[config.mk]
export PLATFORM = sky130hd
export DESIGN_NAME = g_rd_ctrl
export DESIGN_NICKNAME = d
export VERILOG_FILES = /design/src/rtl/g_rd_ctrl_pkg.sv /design/src/rtl/g_skid_buf.sv /design/src/rtl/g_rd_ctrl.sv
export SDC_FILE = /design/constraint.sdc
export NUM_CORES = 1
export LEC_CHECK = 0
export ABC_AREA = 1
export BUFFER_PORTS_ARGS = -buffer_cell sky130_fd_sc_hd__buf_2
export CAP_MARGIN = 10
export CORE_ASPECT_RATIO = 0.75
export CORE_UTILIZATION = 45
export CTS_BUF_LIST = sky130_fd_sc_hd__clkbuf_4
export DETAILED_ROUTE_END_ITERATION = 8
export HOLD_SLACK_MARGIN = 0.03
export PLACE_DENSITY = 0.65
export SKIP_CTS_REPAIR_TIMING = 1
export SYNTH_ARGS = -nofsm -noshare
export SYNTH_HDL_FRONTEND = slang
export SYNTH_HIERARCHICAL = 1
export SYNTH_SLANG_ARGS = --single-unit
[constraint.sdc]
create_clock -name clk -period 4.2 [get_ports clk]
set_input_delay 0.63 -clock clk [delete_from_list [all_inputs] [get_ports clk]]
set_output_delay 0.63 -clock clk [all_outputs]
set_load 0.03 [all_outputs]
[src/rtl/g_rd_ctrl_pkg.sv]
// Shared constants and types for the dense-polynomial g memory controllers.
// The reader (g_rd_ctrl) and the writer-side controller both import this
// package so that the word count, the last-word mask and the FSM encoding
// always match.
package g_rd_ctrl_pkg;

  localparam int G_ADDR_W  = 8;    // g RAM address width
  localparam int G_DAT_W   = 64;   // g RAM / output word width
  localparam int G_WORDS   = 159;  // words in g, addresses 0..G_WORDS-1
  localparam int LAST_BITS = 51;   // valid LSBs in word G_WORDS-1 (r = 10163)

  localparam logic [G_ADDR_W-1:0] LAST_ADDR = G_ADDR_W'(G_WORDS - 1);

  // Keeps the LAST_BITS valid bits of the final word and zeroes the pad bits.
  localparam logic [G_DAT_W-1:0] LAST_MASK =
    {{(G_DAT_W - LAST_BITS){1'b0}}, {LAST_BITS{1'b1}}};

  typedef enum logic [1:0] {
    ST_IDLE  = 2'd0,
    ST_READ  = 2'd1,
    ST_DRAIN = 2'd2,
    ST_FIN   = 2'd3
  } g_state_e;

  // Clears the pad bits above r when the word is the final word of g.
  function automatic logic [G_DAT_W-1:0] mask_word(input logic [G_DAT_W-1:0] word,
                                                   input logic               is_last);
    return is_last ? (word & LAST_MASK) : word;
  endfunction

endpackage

[src/rtl/g_skid_buf.sv]
// Two-entry FIFO sitting between the g RAM read port and the output FIFO.
// Push and pop may happen in the same cycle; a push into a full buffer or a
// pop from an empty one is ignored so the pointers can never wrap wrongly.
module g_skid_buf
  import g_rd_ctrl_pkg::*;
(
  input  logic               clk,
  input  logic               rst,
  input  logic               push_i,
  input  logic [G_DAT_W-1:0] din_i,
  input  logic               pop_i,
  output logic [G_DAT_W-1:0] head_o,
  output logic [1:0]         count_o
);

  logic [G_DAT_W-1:0] mem_q [2];
  logic               wr_ptr_q;
  logic               rd_ptr_q;
  logic [1:0]         count_q;

  logic pop_ok;
  logic push_ok;

  assign pop_ok  = pop_i && (count_q != 2'd0);
  assign push_ok = push_i && ((count_q != 2'd2) || pop_ok);

  // Storage, pointers and occupancy; everything clears on reset.
  // NOTE: the two data entries are reset as well so that a run aborted by
  // reset cannot leave a stale word that later shows up on the head output.
  always_ff @(posedge clk or posedge rst) begin
    if (rst) begin
      mem_q[0] <= '0;
      mem_q[1] <= '0;
      wr_ptr_q <= 1'b0;
      rd_ptr_q <= 1'b0;
      count_q  <= 2'd0;
    end else begin
      if (push_ok) begin
        mem_q[wr_ptr_q] <= din_i;
        wr_ptr_q        <= ~wr_ptr_q;
      end
      if (pop_ok) begin
        rd_ptr_q <= ~rd_ptr_q;
      end
      case ({push_ok, pop_ok})
        2'b10:   count_q <= count_q + 2'd1;
        2'b01:   count_q <= count_q - 2'd1;
        default: count_q <= count_q;
      endcase
    end
  end

  assign head_o  = mem_q[rd_ptr_q];
  assign count_o = count_q;

endmodule

[src/rtl/g_rd_ctrl.sv]
// Reader side of the dense-polynomial g memory. Reads g words 0..G_WORDS-1,
// masks the pad bits of the last word, streams the words into the output
// FIFO under full-flag backpressure, and accumulates the Hamming-weight
// parity of g so that odd weight can be confirmed at done.
module g_rd_ctrl
  import g_rd_ctrl_pkg::*;
(
  input  logic                clk,
  input  logic                rst,
  input  logic                start,
  output logic                busy,
  output logic                done,
  output logic                weight_odd,
  output logic [G_ADDR_W-1:0] g_addr,
  output logic                g_re,
  input  logic [G_DAT_W-1:0]  g_din,
  output logic                fifo_out_wr,
  input  logic                fifo_out_full,
  output logic [G_DAT_W-1:0]  fifo_out_dout
);

  g_state_e            state_q, state_d;
  logic                busy_q, busy_d;
  logic                done_q, done_d;
  logic                wo_q, wo_d;
  logic [G_ADDR_W-1:0] addr_q, addr_d;
  logic                infl_q, infl_d;            // a read was issued last cycle
  logic                infl_last_q, infl_last_d;  // ...and it was the last address

  logic [G_DAT_W-1:0]  buf_head;
  logic [1:0]          buf_count;
  logic                pop;
  logic                issue;
  logic [2:0]          occ_next;                  // occupancy after this cycle, before any new issue

  // The buffer head leaves whenever it exists and the FIFO can take it.
  assign pop = (buf_count != 2'd0) && !fifo_out_full;

  // Counting the in-flight read and this cycle's pop lets a read go out every
  // cycle at steady state while still never pushing a third word in.
  assign occ_next = 3'(buf_count) + 3'(infl_q) - 3'(pop);
  assign issue    = (state_q == ST_READ) && (occ_next < 3'd2);

  // Next-state logic for the FSM, read counter, in-flight tracking and parity.
  // NOTE: every _d signal gets its hold value first so no path through the
  // case statement leaves one unassigned, which would infer a latch.
  always_comb begin
    state_d     = state_q;
    busy_d      = busy_q;
    done_d      = 1'b0;
    wo_d        = wo_q;
    addr_d      = addr_q;
    infl_d      = issue;
    infl_last_d = issue && (addr_q == LAST_ADDR);

    if (pop) begin
      wo_d = wo_q ^ (^buf_head);
    end

    case (state_q)
      ST_IDLE: begin
        if (start) begin
          state_d = ST_READ;
          busy_d  = 1'b1;
          addr_d  = '0;
          wo_d    = 1'b0;
        end
      end
      ST_READ: begin
        if (issue) begin
          if (addr_q == LAST_ADDR) begin
            state_d = ST_DRAIN;
          end else begin
            addr_d = addr_q + G_ADDR_W'(1);
          end
        end
      end
      ST_DRAIN: begin
        // Buffer empty and nothing in flight once this cycle's pop lands.
        if (occ_next == 3'd0) begin
          state_d = ST_FIN;
          busy_d  = 1'b0;
          done_d  = 1'b1;
        end
      end
      ST_FIN: begin
        state_d = ST_IDLE;
      end
      default: begin
        state_d = ST_IDLE;
        busy_d  = 1'b0;
      end
    endcase
  end

  // FSM state and registered outputs.
  // NOTE: state registers take non-blocking assignments so every register
  // samples the pre-edge values regardless of statement order.
  always_ff @(posedge clk or posedge rst) begin
    if (rst) begin
      state_q     <= ST_IDLE;
      busy_q      <= 1'b0;
      done_q      <= 1'b0;
      wo_q        <= 1'b0;
      addr_q      <= '0;
      infl_q      <= 1'b0;
      infl_last_q <= 1'b0;
    end else begin
      state_q     <= state_d;
      busy_q      <= busy_d;
      done_q      <= done_d;
      wo_q        <= wo_d;
      addr_q      <= addr_d;
      infl_q      <= infl_d;
      infl_last_q <= infl_last_d;
    end
  end

  // Read data lands one cycle after g_re; the last word is masked on entry.
  g_skid_buf u_skid (
    .clk     (clk),
    .rst     (rst),
    .push_i  (infl_q),
    .din_i   (mask_word(g_din, infl_last_q)),
    .pop_i   (pop),
    .head_o  (buf_head),
    .count_o (buf_count)
  );

  // g_re and fifo_out_wr follow fifo_out_full in the same cycle so the
  // stream can run without bubbles; everything else comes from registers.
  assign busy          = busy_q;
  assign done          = done_q;
  assign weight_odd    = wo_q;
  assign g_addr        = addr_q;
  assign g_re          = issue;
  assign fifo_out_wr   = pop;
  assign fifo_out_dout = pop ? buf_head : '0;

endmodule

==> results.toml, run 1 <==
[timing]
setup-violations-final = 0
rsz0062_at_grt = "no"
hold_viol = 0
post-route-min-period_ns = 3.655
slew_viol_final = 0
finalSetupTns_ns = 0
max_slew_margin = 0.3386
worst_slew_pin_slew_ns = 0.9921
clock.fmax_ghz = 0.2736
skew_ns = 0.01936
fin_crit_sh = 0.8702

[power_and_ir_drop]
p_switching_w = 0.005255
p_comb_frac = 0.646
pwr-share-clk = 0.102
internal-power_w = 0.004292
power_leakage_nw = 6.088
vdd_drop_max_mv = 0.6276
seqPwrFrac = 0.253
power_density_nw_per_um2 = 932.5
swShare = 0.5504
totalPowerFinal_w = 0.009546

[floorplan]
die_area_sq_um = 21000
fp-row-count = 44
dieWidth_um = 167.0
core_area_sq_um = 19650
io_pins = 145
start_util = 0.4675
die_h_um = 125.8

[setup_path]
cp.arrival_ns = 3.02
path_max_fanout = 7
crit_chain = "nor2_1 -> nor2_1 -> buf_4 -> ha_1 -> inv_1 -> ha_1 -> inv_1 -> fa_1 -> nand2_1 -> nor2_2 -> inv_1 -> nor2_1 -> buf_2"
critPathRequiredTime_ns = 3.57
crit_type = "flop to output pin"
slowest_stage = "dfrtp_1"
startpoint_type = "flop"
critPathMaxStageDelay_ns = 0.51
crit_start = "u_skid/count_o[1]"
worst_setup_path_end_kind = "output pin"
r2r-start = "u_skid/count_o[1]"

[grt]
antenna_found_initial = 2
grtUsageTotal = 0.2433
grt-ovfl-total = 0
grt_pass1_vias = 8279
grt_pass1_wl_mm = 41.11
grt_max_degree = 77

[hold_path]
worst_hold_path_type = "input port to asynchronous set/reset pin"

[cts]
cts_tree = "done"
clockBufferDepth = 2
clk_pin_slew_ns = 0.13
numCtsBuffers = 17
clock-sinks = 147
h-tree-depth = 4
cts_root_buffer = "clkbuf_4"
insertion_delay_ns = 0.56

[drt]
drc = 0
drt_iter0_markers = 652
firstDrtPassIters = 5
viasPerCell = 5.051
drt-total-wl_mm = 24.63
vias = 8855
wire_per_inst_um = 14.05
ant_nets = 0

[placed_design]
post-dp-hpwl_mm = 15.80
placed_cells = 1720
port_buffers = 144
gp_congestion = 0.7898

[cells_and_area]
fin_nets = 1564
drive_gt1_frac = 0.1514
stdcell_count = 1753
multi_input_area_sq_um = 4591
layout_common_cells = "nand2_1, dfrtp_1, buf_2, nand4_1, inv_1"
area_delta_synth_final_pct = 11.41
mostFrequentLayoutCell = "nand2_1"
seq_area_sq_um = 3685
fill_cells = 2042

[synthesis]
yosys.area.top_type = "dfrtp_1"
synth.avg_cell_area_sq_um = 6.635
ys_seq_area_frac = 0.4003
yosysWarnings = 6
synthesis.area_sq_um = 9189
yosysTopAreaCellShare = 0.4003
synth-seq-cells = 147
synth.distinct_cells = 30
yosys-top-cells-area = "dfrtp_1, nand2_1, nand4_1"
synthesis.instances = 1385
synth_nets = 1463

[flow_run]
maxCapViolCount = 0

[status]
outcome = "completed"
-- registers in the layout (all words and copies together) (netlist names) --
signal and flops:
u_skid/mem_q 128, g_addr 8, state_q 2, u_skid/count_o 2, busy 1, done 1
infl_last_q 1, infl_q 1, u_skid/rd_ptr_q 1, u_skid/wr_ptr_q 1, weight_odd 1
-- path summary, 6_finish.rpt --
check                                          to  slack [ns]  cells after the start
max in group asynchronous       u_skid/mem_q[101]        3.04                      3
min in group clk                 u_skid/mem_q[25]        0.31                      3
worst min-delay path                    g_addr[4]        0.16                      2
worst min register to register  u_skid/mem_q[101]        0.48                      2
worst max register to register          g_addr[6]        1.19                     19
worst max-delay path                         g_re        0.55                     13
-- power groups by stage --
stage	combinational (W)	clock, W	sequential (W)
floorplan	0.00489	0	0.00234
global placement	0.00601	0	0.00243
detailed placement	0.00616	0	0.00244
CTS	0.00618	0.000986	0.00241
global route	0.00702	0.00105	0.00250
finish	0.00616	0.000969	0.00241
-- Yosys cell counts --
cell / number
a21oi_1: 6
a31oi_1: 1
buf_1: 10
buf_2: 37
buf_4: 10
buf_6: 9
clkbuf_1: 11
dfrtp_1: 147
fa_1: 1
ha_1: 9
inv_1: 121
inv_2: 10
nand2_1: 700
nand2_2: 6
nand3_1: 10
nand3_2: 4
nand3b_1: 1
nand4_1: 129
nor2_1: 104
nor2_2: 7
nor3_1: 4
nor3_2: 1
o21a_1: 1
o21ai_0: 8
o21ai_2: 1
o32ai_1: 1
or2_1: 1
or2_2: 1
xnor2_1: 17
xor2_1: 17
-- kinds of logic after synthesis --
| family | after synthesis | synth area share |
|---|---|---|
| and+or+nand+nor | 968 | 0.4404 |
| DFF | 147 | 0.4003 |
| adders and majority gates | 10 | 0.01443 |
| buffers and inverters | 208 | 0.1014 |
| AOI/OAI and AO/OA | 18 | 0.01103 |
| xor gates and xnor gates | 34 | 0.03241 |
-- critical path, delay by kind of cell, from the launching register on --
kind	cells	cell delay (ns)
adder cells (fa/ha/maj)	3	0.88
buffers and inverters	5	0.57
flip-flops	1	0.51
AND/OR/NAND/NOR	5	0.52
-- layer usage --
metal  share of wire  vias up  routed length, um  global-route usage
met5         0.00049        -                 12                   0
met4           0.011        2                272             0.05664
met3           0.060       17               1490             0.04400
met2            0.44      266              10790              0.3793
met1            0.49     4067              12070              0.3508
li1                -     4503                  -                   -
-- metrics by stage --
stage	utilization	setup WS, ns	hold WS, ns	area [sq um]
3_3_place_gp	0.5053	1.095	0.4531	9932
2_1_floorplan	-	0.04395	0.4417	9189
3_5_place_dp	0.5053	1.033	0.4579	9932
5_1_grt	0.5209	0.2477	0.1442	10240
6_report	0.5209	0.5452	0.1642	10240
4_1_cts	0.5208	0.4982	0.1442	10230
-- area by class of cell --
cell class                      instances  share of cell area
Inverter                              131             0.04828
Sequential cell                       147              0.3599
Clock inverter                         13             0.01564
Multi-Input combinational cell       1030              0.4484
Antenna cell                            1           0.0002444
Tap cell                              253             0.03092
Timing Repair Buffer                  159             0.08262
Clock buffer                           19             0.01393
(Power assumes the default switching activity.)
==> run 2, diff against run 1 <==
PLACE_DENSITY = 0.68   (was 0.65)
==> results.toml, run 2 (same netlist as run 1, synthesis figures left out) <==
[status]
outcome = "completed"

[timing]
clock.fmax_ghz = 0.2719
rsz0062_at_grt = "no"
fin_ws_ns = 0.5225
finalSetupTns_ns = 0
whs_ns = 0.1129
slew_viol_final = 0
hold_viol = 0
post-route-min-period_ns = 3.678
setup-violations-final = 0
worst_slew_pin_slew_ns = 1.083
fin_crit_sh = 0.8756
skew_ns = 0.01820
max_slew_margin = 0.2769

[cts]
clockBufferDepth = 2
h-tree-depth = 4
insertion_delay_ns = 0.56
cts_root_buffer = "clkbuf_4"
cts_tree = "done"
numCtsBuffers = 17
clock-sinks = 147
clk_pin_slew_ns = 0.13

[setup_path]
critPathRequiredTime_ns = 3.57
cp.arrival_ns = 3.05
worst_setup_path_end_kind = "output pin"
r2r-start = "u_skid/count_o[1]"
crit_start = "u_skid/count_o[1]"
crit_type = "flop to output pin"
crit_chain = "nor2_1 -> nor2_1 -> buf_4 -> ha_1 -> inv_1 -> ha_1 -> inv_1 -> fa_1 -> nand2_1 -> nor2_2 -> inv_1 -> nor2_1 -> buf_2"
crit_family = "adder cells"
startpoint_type = "flop"
path_max_fanout = 7
slowest_stage = "dfrtp_1"
crit_buf_inv = 5
critPathMaxStageDelay_ns = 0.51

[placed_design]
gp_congestion = 0.8016
post-dp-hpwl_mm = 15.68
port_buffers = 144
placed_cells = 1718
preCtsSetupSlack_ns = 1.004

[cells_and_area]
area_delta_synth_final_pct = 11.87
drive_gt1_frac = 0.1490
multi_input_area_sq_um = 4591
fill_cells = 2016
stdcell_count = 1752
mostFrequentLayoutCell = "nand2_1"
seq_area_sq_um = 3685
layout_common_cells = "nand2_1, dfrtp_1, buf_2, nand4_1, inv_1"
max_flop_register = "u_skid/mem_q"
largest_register_ffs = 128
fin_nets = 1562

[drt]
ant_nets = 0
viasPerCell = 5.006
firstDrtPassIters = 5
wire_per_inst_um = 13.81
drc = 0
drt_iter0_markers = 540
vias = 8771
drt-total-wl_mm = 24.20

[grt]
grtUsageTotal = 0.2358
antenna_found_initial = 2
grt_pass1_wl_mm = 39.76
grt_pass1_vias = 8054
grt_max_degree = 98
grt-ovfl-total = 0

[floorplan]
start_util = 0.4675
fp-row-count = 44
dieWidth_um = 167.0
die_area_sq_um = 21000
core_area_sq_um = 19650
die_h_um = 125.8
io_pins = 145

[power_and_ir_drop]
vdd_drop_max_mv = 0.3480
power_leakage_nw = 6.102
power_density_nw_per_um2 = 936.5

[flow_run]
maxCapViolCount = 0

[hold_path]
worst_hold_path_type = "input port to asynchronous set/reset pin"
-- run 2: cell count changes in the layout (fill, tap and decap cells not counted), sizes merged --
cell | before | now
bufinv | 3 | 5
buf | 159 | 157
clkinvlp | 2 | 1
clkbuf | 19 | 18
diode | 1 | 2
-- run 2: per-stage QoR --
step	power (W)	util	instance area, sq um
6_report	0.009628	0.5230	10280
4_1_cts	0.009672	0.5228	10270
3_3_place_gp	0.008399	0.5052	9930
5_1_grt	0.01065	0.5230	10280
3_5_place_dp	0.008591	0.5052	9930
2_1_floorplan	0.007230	-	9189
-- run 2: path summary, 6_finish.rpt --
path | endpoint | slack [ns] | cells past startpoint
max | g_re | 0.52 | 13
min | u_skid/mem_q[56] | 0.11 | 2
max reg2reg | g_addr[6] | 1.20 | 19
min reg2reg | u_skid/mem_q[68] | 0.48 | 2
max in group asynchronous | u_skid/mem_q[79] | 3.15 | 3
min in group clk | u_skid/mem_q[22] | 0.32 | 3
-- run 2: power breakdown --
part | internal [W] | leakage [nW] | switching (W) | total [W]
sequential | 0.00201 | 1.87 | 0.000370 | 0.00238
combinational | 0.00186 | 4.05 | 0.00432 | 0.00618
clock | 0.000537 | 0.181 | 0.000532 | 0.00107
total | 0.00441 | 6.10 | 0.00522 | 0.00963
-- run 2: layer usage --
layer / track usage / wire [um] / share of wire
met5: 0 / 13 / 0.00054
met1: 0.3339 / 11560 / 0.48
met4: 0.04902 / 136 / 0.0056
met2: 0.3761 / 10920 / 0.45
met3: 0.04431 / 1572 / 0.065
-- run 2: worst register-to-register path, cell delays in order, from the launching register on --
cell     delay [ns]
dfrtp_1        0.51
nor2_1         0.15
nor2_1         0.05
buf_4          0.15
ha_1           0.27
inv_1          0.06
ha_1           0.14
inv_1          0.05
fa_1           0.47
nand2_1        0.06
nor2_2         0.12
o21ai_2        0.09
nor2_2         0.12
nor2_2         0.06
inv_2          0.09
nand2_1        0.06
nor2_2         0.16
nand2_2        0.08
nor3_2         0.13
nor3_1         0.07
-- run 2: final cells by class --
| type | instances | area share |
|---|---|---|
| diodes | 2 | 0.0004869 |
| multi-input cells | 1030 | 0.4466 |
| well taps | 253 | 0.03079 |
| inverters | 131 | 0.04808 |
| clock inverters | 14 | 0.02045 |
| flip-flops and latches | 147 | 0.3584 |
| clock buffers | 18 | 0.01315 |
| repair buffers | 157 | 0.08203 |
